**config.mk**
```make
export PLATFORM = sky130hd
export DESIGN_NAME = mcu_sequencer_flat
export DESIGN_NICKNAME = d
export VERILOG_FILES = /design/src/rtl/mcu_sequencer_if.sv /design/src/rtl/mcu_sequencer.sv /design/src/flat_wrapper.sv
export SDC_FILE = /design/constraint.sdc
export NUM_CORES = 1
export LEC_CHECK = 0
export BUFFER_PORTS_ARGS = -buffer_cell sky130_fd_sc_hd__buf_2
export CAP_MARGIN = 20
export CORE_ASPECT_RATIO = 1.1
export CORE_MARGIN = 2
export CORE_UTILIZATION = 40
export DETAILED_ROUTE_END_ITERATION = 16
export PLACE_DENSITY = 0.69
export SLEW_MARGIN = 20
export SYNTH_ARGS = -nofsm -noshare
export SYNTH_HDL_FRONTEND = slang
export SYNTH_SLANG_ARGS = --single-unit
```
**constraint.sdc**
```tcl
create_clock -name clk -period 2.3 [get_ports clk]
set_clock_uncertainty 0.05 [all_clocks]
set_input_delay 0.46 -clock clk [delete_from_list [all_inputs] [get_ports clk]]
set_output_delay 0.46 -clock clk [all_outputs]
set_load 0.01 [all_outputs]
```
**src/rtl/mcu_sequencer_if.sv**
```systemverilog
// Instruction handshake plus register-file and ALU buses of the MCU sequencer.
// The master modport is the sequencer; the slave modport is its environment.
interface mcu_sequencer_if #(
  parameter int DATA_W = 8,
  parameter int ADDR_W = 3
);
  logic              instr_valid;
  logic              instr_ready;
  logic [15:0]       instr;
  logic [ADDR_W-1:0] rf_a_add;
  logic [ADDR_W-1:0] rf_b_add;
  logic [ADDR_W-1:0] rf_d_add;
  logic [DATA_W-1:0] rf_wdata;
  logic              rf_we;
  logic [DATA_W-1:0] rf_data_a;
  logic [DATA_W-1:0] rf_data_b;
  logic [2:0]        alu_op;
  logic [DATA_W-1:0] alu_a;
  logic [DATA_W-1:0] alu_b;
  logic [DATA_W-1:0] alu_result;

  modport master (
    input  instr_valid, instr, rf_data_a, rf_data_b, alu_result,
    output instr_ready, rf_a_add, rf_b_add, rf_d_add, rf_wdata, rf_we,
           alu_op, alu_a, alu_b
  );

  modport slave (
    output instr_valid, instr, rf_data_a, rf_data_b, alu_result,
    input  instr_ready, rf_a_add, rf_b_add, rf_d_add, rf_wdata, rf_we,
           alu_op, alu_a, alu_b
  );
endinterface

```
**src/rtl/mcu_sequencer.sv**
```systemverilog
// Multicycle sequencer: IDLE -> READ -> EXEC -> WB for ALU/MOV, IDLE -> WB for LDI.
// Owns the register file write port; tracks zero flag, sticky error and retire count.
module mcu_sequencer #(
  parameter int DATA_W = 8,
  parameter int ADDR_W = 3,
  parameter int CNT_W  = 16
) (
  input  logic             clk,
  input  logic             rst_n,
  mcu_sequencer_if.master  bus,
  output logic             zero_flag,
  output logic             err,
  output logic             halted,
  output logic [CNT_W-1:0] retired
);
  localparam logic [2:0] S_IDLE = 3'd0;
  localparam logic [2:0] S_READ = 3'd1;
  localparam logic [2:0] S_EXEC = 3'd2;
  localparam logic [2:0] S_WB   = 3'd3;
  localparam logic [2:0] S_HALT = 3'd4;

  logic [2:0]        r_state;
  logic [ADDR_W-1:0] r_rd;
  logic              r_mov;
  logic [ADDR_W-1:0] r_rf_a_add;
  logic [ADDR_W-1:0] r_rf_b_add;
  logic [ADDR_W-1:0] r_rf_d_add;
  logic [DATA_W-1:0] r_rf_wdata;
  logic              r_rf_we;
  logic [2:0]        r_alu_op;
  logic              r_zero;
  logic              r_err;
  logic              r_halted;
  logic [CNT_W-1:0]  r_retired;

  logic [3:0]        w_opc;
  logic [ADDR_W-1:0] w_rd;

  assign w_opc = bus.instr[15:12];
  assign w_rd  = bus.instr[11:9];

  // Sequencer state, latched instruction fields and all registered outputs.
  always_ff @(posedge clk or negedge rst_n) begin
    if (!rst_n) begin
      r_state    <= S_IDLE;
      r_rd       <= {ADDR_W{1'b0}};
      r_mov      <= 1'b0;
      r_rf_a_add <= {ADDR_W{1'b0}};
      r_rf_b_add <= {ADDR_W{1'b0}};
      r_rf_d_add <= {ADDR_W{1'b0}};
      r_rf_wdata <= {DATA_W{1'b0}};
      r_rf_we    <= 1'b0;
      r_alu_op   <= 3'd0;
      r_zero     <= 1'b0;
      r_err      <= 1'b0;
      r_halted   <= 1'b0;
      r_retired  <= {CNT_W{1'b0}};
    end else begin
      case (r_state)
        S_IDLE: begin
          if (bus.instr_valid) begin
            r_rd       <= w_rd;
            r_mov      <= (w_opc == 4'h6);
            r_rf_a_add <= bus.instr[8:6];
            r_rf_b_add <= bus.instr[5:3];
            r_alu_op   <= w_opc[2:0];
            case (w_opc)
              4'h0: r_retired <= r_retired + CNT_W'(1);
              4'h1, 4'h2, 4'h3, 4'h4, 4'h5, 4'h6: r_state <= S_READ;
              4'h7: begin
                // LDI skips the register read and goes straight to write-back.
                r_rf_d_add <= w_rd;
                r_rf_wdata <= DATA_W'(bus.instr[7:0]);
                r_rf_we    <= (w_rd != {ADDR_W{1'b0}});
                r_state    <= S_WB;
              end
              4'hF: begin
                r_halted <= 1'b1;
                r_state  <= S_HALT;
              end
              default: r_err <= 1'b1;
            endcase
          end else begin
            r_state <= S_IDLE;
          end
        end
        S_READ: r_state <= S_EXEC;
        S_EXEC: begin
          r_rf_d_add <= r_rd;
          r_rf_wdata <= r_mov ? bus.rf_data_a : bus.alu_result;
          r_rf_we    <= (r_rd != {ADDR_W{1'b0}});
          r_state    <= S_WB;
        end
        S_WB: begin
          // Flag tracks the computed value even when the write to r0 is dropped.
          r_rf_we   <= 1'b0;
          r_zero    <= (r_rf_wdata == {DATA_W{1'b0}});
          r_retired <= r_retired + CNT_W'(1);
          r_state   <= S_IDLE;
        end
        S_HALT: r_state <= S_HALT;
        default: r_state <= S_IDLE;
      endcase
    end
  end

  assign bus.instr_ready = (r_state == S_IDLE);
  assign bus.rf_a_add    = r_rf_a_add;
  assign bus.rf_b_add    = r_rf_b_add;
  assign bus.rf_d_add    = r_rf_d_add;
  assign bus.rf_wdata    = r_rf_wdata;
  assign bus.rf_we       = r_rf_we;
  assign bus.alu_op      = r_alu_op;
  assign bus.alu_a       = bus.rf_data_a;
  assign bus.alu_b       = bus.rf_data_b;
  assign zero_flag       = r_zero;
  assign err             = r_err;
  assign halted          = r_halted;
  assign retired         = r_retired;
endmodule

```
**src/flat_wrapper.sv**
```systemverilog
// flat-port wrapper written by rule: the top's interface ports become plain ports
module mcu_sequencer_flat 
#(
  parameter int DATA_W = 8,
  parameter int ADDR_W = 3,
  parameter int CNT_W  = 16
)
  (clk, rst_n, zero_flag, err, halted, retired, bus_instr_valid, bus_instr, bus_rf_data_a, bus_rf_data_b, bus_alu_result, bus_instr_ready, bus_rf_a_add, bus_rf_b_add, bus_rf_d_add, bus_rf_wdata, bus_rf_we, bus_alu_op, bus_alu_a, bus_alu_b);
  mcu_sequencer_if #(.DATA_W(DATA_W), .ADDR_W(ADDR_W)) bus_i ();
  input  logic clk;
  input  logic rst_n;
  output logic zero_flag;
  output logic err;
  output logic halted;
  output logic [CNT_W-1:0] retired;
  input wire logic [$bits(bus_i.instr_valid)-1:0] bus_instr_valid;
  input wire logic [$bits(bus_i.instr)-1:0] bus_instr;
  input wire logic [$bits(bus_i.rf_data_a)-1:0] bus_rf_data_a;
  input wire logic [$bits(bus_i.rf_data_b)-1:0] bus_rf_data_b;
  input wire logic [$bits(bus_i.alu_result)-1:0] bus_alu_result;
  output wire logic [$bits(bus_i.instr_ready)-1:0] bus_instr_ready;
  output wire logic [$bits(bus_i.rf_a_add)-1:0] bus_rf_a_add;
  output wire logic [$bits(bus_i.rf_b_add)-1:0] bus_rf_b_add;
  output wire logic [$bits(bus_i.rf_d_add)-1:0] bus_rf_d_add;
  output wire logic [$bits(bus_i.rf_wdata)-1:0] bus_rf_wdata;
  output wire logic [$bits(bus_i.rf_we)-1:0] bus_rf_we;
  output wire logic [$bits(bus_i.alu_op)-1:0] bus_alu_op;
  output wire logic [$bits(bus_i.alu_a)-1:0] bus_alu_a;
  output wire logic [$bits(bus_i.alu_b)-1:0] bus_alu_b;
  assign bus_i.instr_valid = bus_instr_valid;
  assign bus_i.instr = bus_instr;
  assign bus_i.rf_data_a = bus_rf_data_a;
  assign bus_i.rf_data_b = bus_rf_data_b;
  assign bus_i.alu_result = bus_alu_result;
  assign bus_instr_ready = bus_i.instr_ready;
  assign bus_rf_a_add = bus_i.rf_a_add;
  assign bus_rf_b_add = bus_i.rf_b_add;
  assign bus_rf_d_add = bus_i.rf_d_add;
  assign bus_rf_wdata = bus_i.rf_wdata;
  assign bus_rf_we = bus_i.rf_we;
  assign bus_alu_op = bus_i.alu_op;
  assign bus_alu_a = bus_i.alu_a;
  assign bus_alu_b = bus_i.alu_b;
  mcu_sequencer #(.DATA_W(DATA_W), .ADDR_W(ADDR_W), .CNT_W(CNT_W)) u_core (.clk(clk), .rst_n(rst_n), .bus(bus_i), .zero_flag(zero_flag), .err(err), .halted(halted), .retired(retired));
endmodule
```
; ---- Word-level counts from Yosys, hierarchy flattened
; Index checks and enable logic that the tools add are counted.
[op_classes]
n_mul = 0
n_eq_ne = 16
bitwise = 1
n_mux = 16
magnitude_cmp = 0
addsub = 1
reduce_logical = 16
shift = 0
div = 0
[op_table]
columns = cell, count
row1 = $mux 16, 2
row2 = $pmux 16 s2, 1
row3 = $mux 8, 3
row4 = $add 16x1->16 const B, 1
row5 = $eq 4x3->1 const B, 4
row6 = $pmux 8 s2, 1
row7 = $reduce_and 3->1, 5
row8 = $pmux 3 s4, 1
row9 = $mux 3, 3
row10 = $pmux 3 s3, 1
row11 = $reduce_bool 3->1, 3
row12 = $reduce_or 9->1, 1
row13 = $eq 4x2->1 const B, 2
row14 = $logic_not 8->1, 1
row15 = $eq 3x2->1 const B, 2
row16 = $pmux 3 s2, 1
row17 = $reduce_or 6->1, 1
row18 = $ne 5x2->1 const B, 1
row19 = $eq 4x1->1 const B, 1
row20 = $eq 4x4->1 const B, 1
row21 = $logic_not 4->1, 1
row22 = $ne 2x1->1 const B, 2
row23 = $reduce_bool 2->1, 2
row24 = $eq 3x1->1 const B, 1
row25 = other kinds (7), 8
[word_totals]
in_bits = 43
latchBits = 0
word_cells = 63
rom_bits = 0
memories = 0
ram_bits = 0
register_bits = 47
out_inout_bits = 57

; ---- Depth between registers and ports, before layout
[depth]
depth_word = 5
mapped_depth = 6
depth_no_buf = 4

; ---- Least setup slack after synthesis
; OpenSTA, ideal clock, no wires.
[synth_path]
path_type = in2reg
startpoint = input bus_instr[15]
endpoint = register u_core.r_retired[13], in the netlist u_core.retired[13]
setup_ns = 0.079
t_required_ns = 2.171
t_arrival_ns = 1.878
path_slack_ns = 0.293
n_path_buf = 2
path_stages = 6
cell_sequence = clkbuf_1 -> or4_1 -> o21a_1 -> buf_6 -> nor4_1 -> xor2_1
[synth_between]
elab_chain_cells = 3
[synth_rtl]
columns = element, line
row1 = "start, declared", flat_wrapper.sv:17  ; input wire logic [$bits(bus_i.instr)-1:0] bus_instr;
row2 = $logic_not 4->1, mcu_sequencer.sv:67  ; case (w_opc)
row3 = $ne 2x1->1 (no line), n/a
row4 = $reduce_and 3->1 (no line), n/a
row5 = "end signal, assigned", mcu_sequencer.sv:57  ; r_retired <= {CNT_W{1'b0}};
row6 = "end signal, assigned", mcu_sequencer.sv:68  ; 4'h0: r_retired <= r_retired + CNT_W'(1);
row7 = "end signal, assigned", mcu_sequencer.sv:98  ; r_retired <= r_retired + CNT_W'(1);
row8 = "end, declared", mcu_sequencer.sv:34  ; logic [CNT_W-1:0] r_retired;
; No other way between the ends.
; A chain may end at the register's enable or synchronous reset.

; ---- Final worst setup path
[layout_path]
startpoint = register u_core.r_state[0]
endpoint = register u_core.r_rf_wdata[5], in the netlist u_core.bus.rf_wdata[5]
[layout_between]
elab_chain_cells = 3
[layout_rtl]
columns = element, line
row1 = "start, declared", mcu_sequencer.sv:22  ; logic [2:0] r_state;
row2 = "start signal, assigned", mcu_sequencer.sv:45  ; r_state <= S_IDLE;
row3 = "start signal, assigned", mcu_sequencer.sv:69  ; 4'h1, 4'h2, 4'h3, 4'h4, 4'h5, 4'h6: r_state <= S_READ;
row4 = "start signal, assigned", mcu_sequencer.sv:75  ; r_state <= S_WB;
row5 = $eq 3x2->1 / $logic_not 3->1 (equally long branches), mcu_sequencer.sv:59  ; case (r_state)
row6 = "$reduce_bool 2->1 (no line), or another cell as far along", n/a
row7 = $reduce_and 3->1 (no line), n/a
row8 = "end signal, assigned", mcu_sequencer.sv:51  ; r_rf_wdata <= {DATA_W{1'b0}};
row9 = "end signal, assigned", mcu_sequencer.sv:73  ; r_rf_wdata <= DATA_W'(bus.instr[7:0]);
row10 = "end signal, assigned", mcu_sequencer.sv:90  ; r_rf_wdata <= r_mov ? bus.rf_data_a : bus.alu_result;
row11 = "end, declared", mcu_sequencer.sv:28  ; logic [DATA_W-1:0] r_rf_wdata;
; Parallel ways exist; a longest one is shown, timed or not.

==> summary.md <==
| Metric | Value |
|---|---|
| Status | `finished clean` |
| Initial drt markers | `33` |
| Placed cell areas | `2640 um^2` |
| Clock Latency Late Sink | `around 0.3 ns` |
| First-pass GRT wire length | `slightly above 8 mm` |
| CTS tree | `done` |
| Worst-Margin Slew | `0.667 ns` |
| EDFF count, synth | `0` |
| Drc violations | `0` |
| Wirelength per Cell | `13.1 um` |
| Vias | `1885` |
| Final hold viol count | `0` |
| Peak fanout along the critical path | `23` |
| Sequential share of power | `42.3%` |
| Endpoint class of the critical path | `register` |
| Tcrit/Tclk final | `91.9%` |
| Final antenna-violating net count | `0` |
| Core box area | `5430 um^2` |
| Setup WS post-layout | `0.186 ns` |
| Switching share of total power | `38.5%` |
| Post_cts resized | `0` |
| DR vias/cell | `4.92` |
| Critical-path cell list | `or4b_1 -> buf_4 -> o31a_1 -> nand2_1 -> o21ai_0` |
| Pre-Repair DR Iteration Count | `4` |
| Num ports | `100` |
| Sw Pwr | `1.24 mW` |
| Slew Limit Fails | `0` |
| Combinational share of power | `37.7%` |
| Row count | `28` |
| Setup Viol. Count Final | `0` |
| Initial antenna violation count | `0` |
| Leak Pwr | `~1.3 nW` |
| Largest delay contributor family on the critical path | `simple AND/OR/NAND/NOR gates` |
| Vias in the first global route | `1776` |
| Syn Area/Cell | `about 9.6 um^2` |
| Max stage delay on crit path | `0.54 ns` |
| Pint | `1.97 mW` |
| Chip width | `75.8 um` |
| Main flop type after synthesis | `dfrtp_1` |
| CP required | `between 2 and 2.5 ns` |
| Die Footprint | `6290 um^2` |
| Root Buffer | `clkbuf_8` |
| Overall Global Routing Usage | `16.4%` |
| Final Wtd Congestion | `0.821` |
| Crit path launch type | `register` |
| CP Class | `register to register` |
| Die height | `about 83 um` |
| Mapped cell area | `2270 um^2` |
| Relative slew slack | `55.5%` |
| PortBufs | `83` |
| Post-detail-place hpwl | `3.70 mm` |
| Yosys cell types | `36` |
| Largest net degree at the start of global routing | `24` |
| Placed insts | `374` |
| Max Fclk | `473 MHz` |
| Ys async rst share | `100%` |
| H-tree Lvls | `2` |
| Final Net Count | `roughly 350` |
| Final WL | `5.00 mm` |
| Post-synthesis cell count | `237` |
| Fin crit period | `2.11 ns` |
| RSZ-0062 raised after global routing | `no` |
| Seq cells post-synth | `47` |
| Buf/Inv on CP | `1` |
| Place WS | `0.125 ns` |
| Arrival time at the worst endpoint | `~2.2 ns` |
| Final Util | `51.1%` |
| YS warnings | `0` |
| Clock tree sinks | `47` |
| Initial core utilization | `41.8%` |
| Peak supply drop | `0.617 mV` |
| Antenna cells | `0` |
| P&R area growth vs syn | `22.3%` |
| Min-Delay Path Class | `input port to register` |
| Fin area | `2770 um^2` |
| Total gr overflow | `0` |
| Clock share of power | `20.1%` |
| Layout cells sized above 1 | `31.8%` |
| Clock transition at path regs | `0.09 ns` |
| CTS Buf Count | `5` |
| Register area share after synthesis | `51.8%` |
| CP max-delay cell | `or4b_1` |
| Max-Cap Viols | `0` |
| Fill cells | `530` |
| PwrDens | `1160 nW/um^2` |
| Maximum clock insertion buffer count | `2` |
| Setup_tns | `0 ns` |
| Mapped Nets | `281` |
| Final Non-Filler Cells | `383` |
[cells in the mapped netlist, drive strengths merged (2+ instances only)]
master / count / area share [%]
buf: 19 / 6.5
and4: 2 / 0.77
nand3: 3 / 0.66
nor3: 6 / 1.3
nand4: 7 / 1.9
nand2: 61 / 10
a21oi: 8 / 1.8
nor2: 11 / 1.8
o21ai: 15 / 3.3
dfrtp: 47 / 52
nor4: 6 / 1.7
clkbuf: 7 / 1.2
xnor2: 7 / 2.7
inv: 2 / 0.33
mux2i: 11 / 4.9
xor2: 8 / 3.1
[flip-flops by register name (all words and copies together) (netlist names)]
register	flops
u_core.retired	16
u_core.bus.rf_wdata	8
u_core.bus.alu_op	3
u_core.bus.rf_a_add	3
u_core.bus.rf_b_add	3
u_core.bus.rf_d_add	3
u_core.r_rd	3
u_core.r_state	3
u_core.bus.rf_we	1
u_core.err	1
u_core.halted	1
u_core.r_mov	1
u_core.zero_flag	1
[cell families after synthesis]
kind of cell / Yosys count / synth area share [%]
muxes: 11 / 4.85
DFF: 47 / 51.8
AOI/OAI and AO/OA: 33 / 8.72
adders and majority gates: 1 / 0.551
buffers and inverters: 28 / 7.94
and+or+nand+nor: 102 / 20.3
xor gates and xnor gates: 15 / 5.79
[area by class of cell]
type                       count  area, um^2  area share, %
timing repair buffer          89         463           16.7
clock inverter                 2        38.8           1.40
inverter                       2        7.51          0.271
tap                           75        93.8           3.38
clock buffer                   6        82.6           2.98
multi-input combinational    162         912           32.9
sequential                    47        1180           42.4
[placed cells by master (no fill, tap or decap), types with 3 or more instances in the layout]
master and count:
nor3_1 6, xnor2_1 7, a21oi_1 8, dfrtp_1 47, nor4_1 6, nand3_1 3, nand2_1 61, nand4_1 7
nor2_1 11, buf_2 83, buf_4 5, o21ai_0 14, xor2_1 8, mux2i_1 11, clkbuf_8 6
[worst min-delay path: stages]
cell and delay [ns]:
buf_2 0.07, nand2_1 0.04, nand2_1 0.04
[power groups by stage]
stage          Sequential [mW]  Combinational [mW]  Clock [mW]
2_1_floorplan             1.44               0.703           0
4_1_cts                   1.36                1.23       0.666
6_report                  1.36                1.21       0.643
3_5_place_dp              1.37                1.23           0
5_1_grt                   1.41                1.37       0.694
3_3_place_gp              1.37                1.20           0
[repair_timing]
action,4_1_cts,5_1_grt
endpoints found under the hold margin,11,0
setup buffers,0,0
hold buffers,1,0
endpoints found under the setup margin,0,0
[routing by layer]
metal / wire length [um] / share of wire (%) / vias up / GRT usage, %
met3: 371 / 7.4 / 2 / 5.70
met1: 2200 / 44 / 881 / 21.3
met2: 2410 / 48 / 66 / 26.3
li1: - / - / 936 / -
met5: 0 / 0 / - / 0
met4: 15 / 0.30 / 0 / 3.35
[through the flow]
| stage | total power [mW] | hold WS (ns) |
|---|---|---|
| detailed placement | 2.60 | 0.302 |
| CTS | 3.26 | 0.295 |
| global route | 3.47 | 0.309 |
| global placement | 2.57 | 0.304 |
| floorplan | 2.14 | 0.114 |
| finish | 3.21 | 0.304 |
[path summary, 6_finish.rpt]
kind	from	to	slack [ns]	cells past startpoint
max	u_core.r_state[0]	u_core.bus.rf_wdata[5]	0.19	5
min	bus_instr[8]	u_core.bus.rf_a_add[2]	0.30	3
max reg2reg	u_core.r_state[0]	u_core.bus.rf_wdata[5]	0.19	5
min reg2reg	u_core.halted	u_core.halted	0.41	1
max in group asynchronous	rst_n	u_core.bus.rf_a_add[2]	1.14	3
min in group asynchronous	rst_n	u_core.retired[3]	0.51	2
No activity file was read; power rests on OpenSTA's default activity.
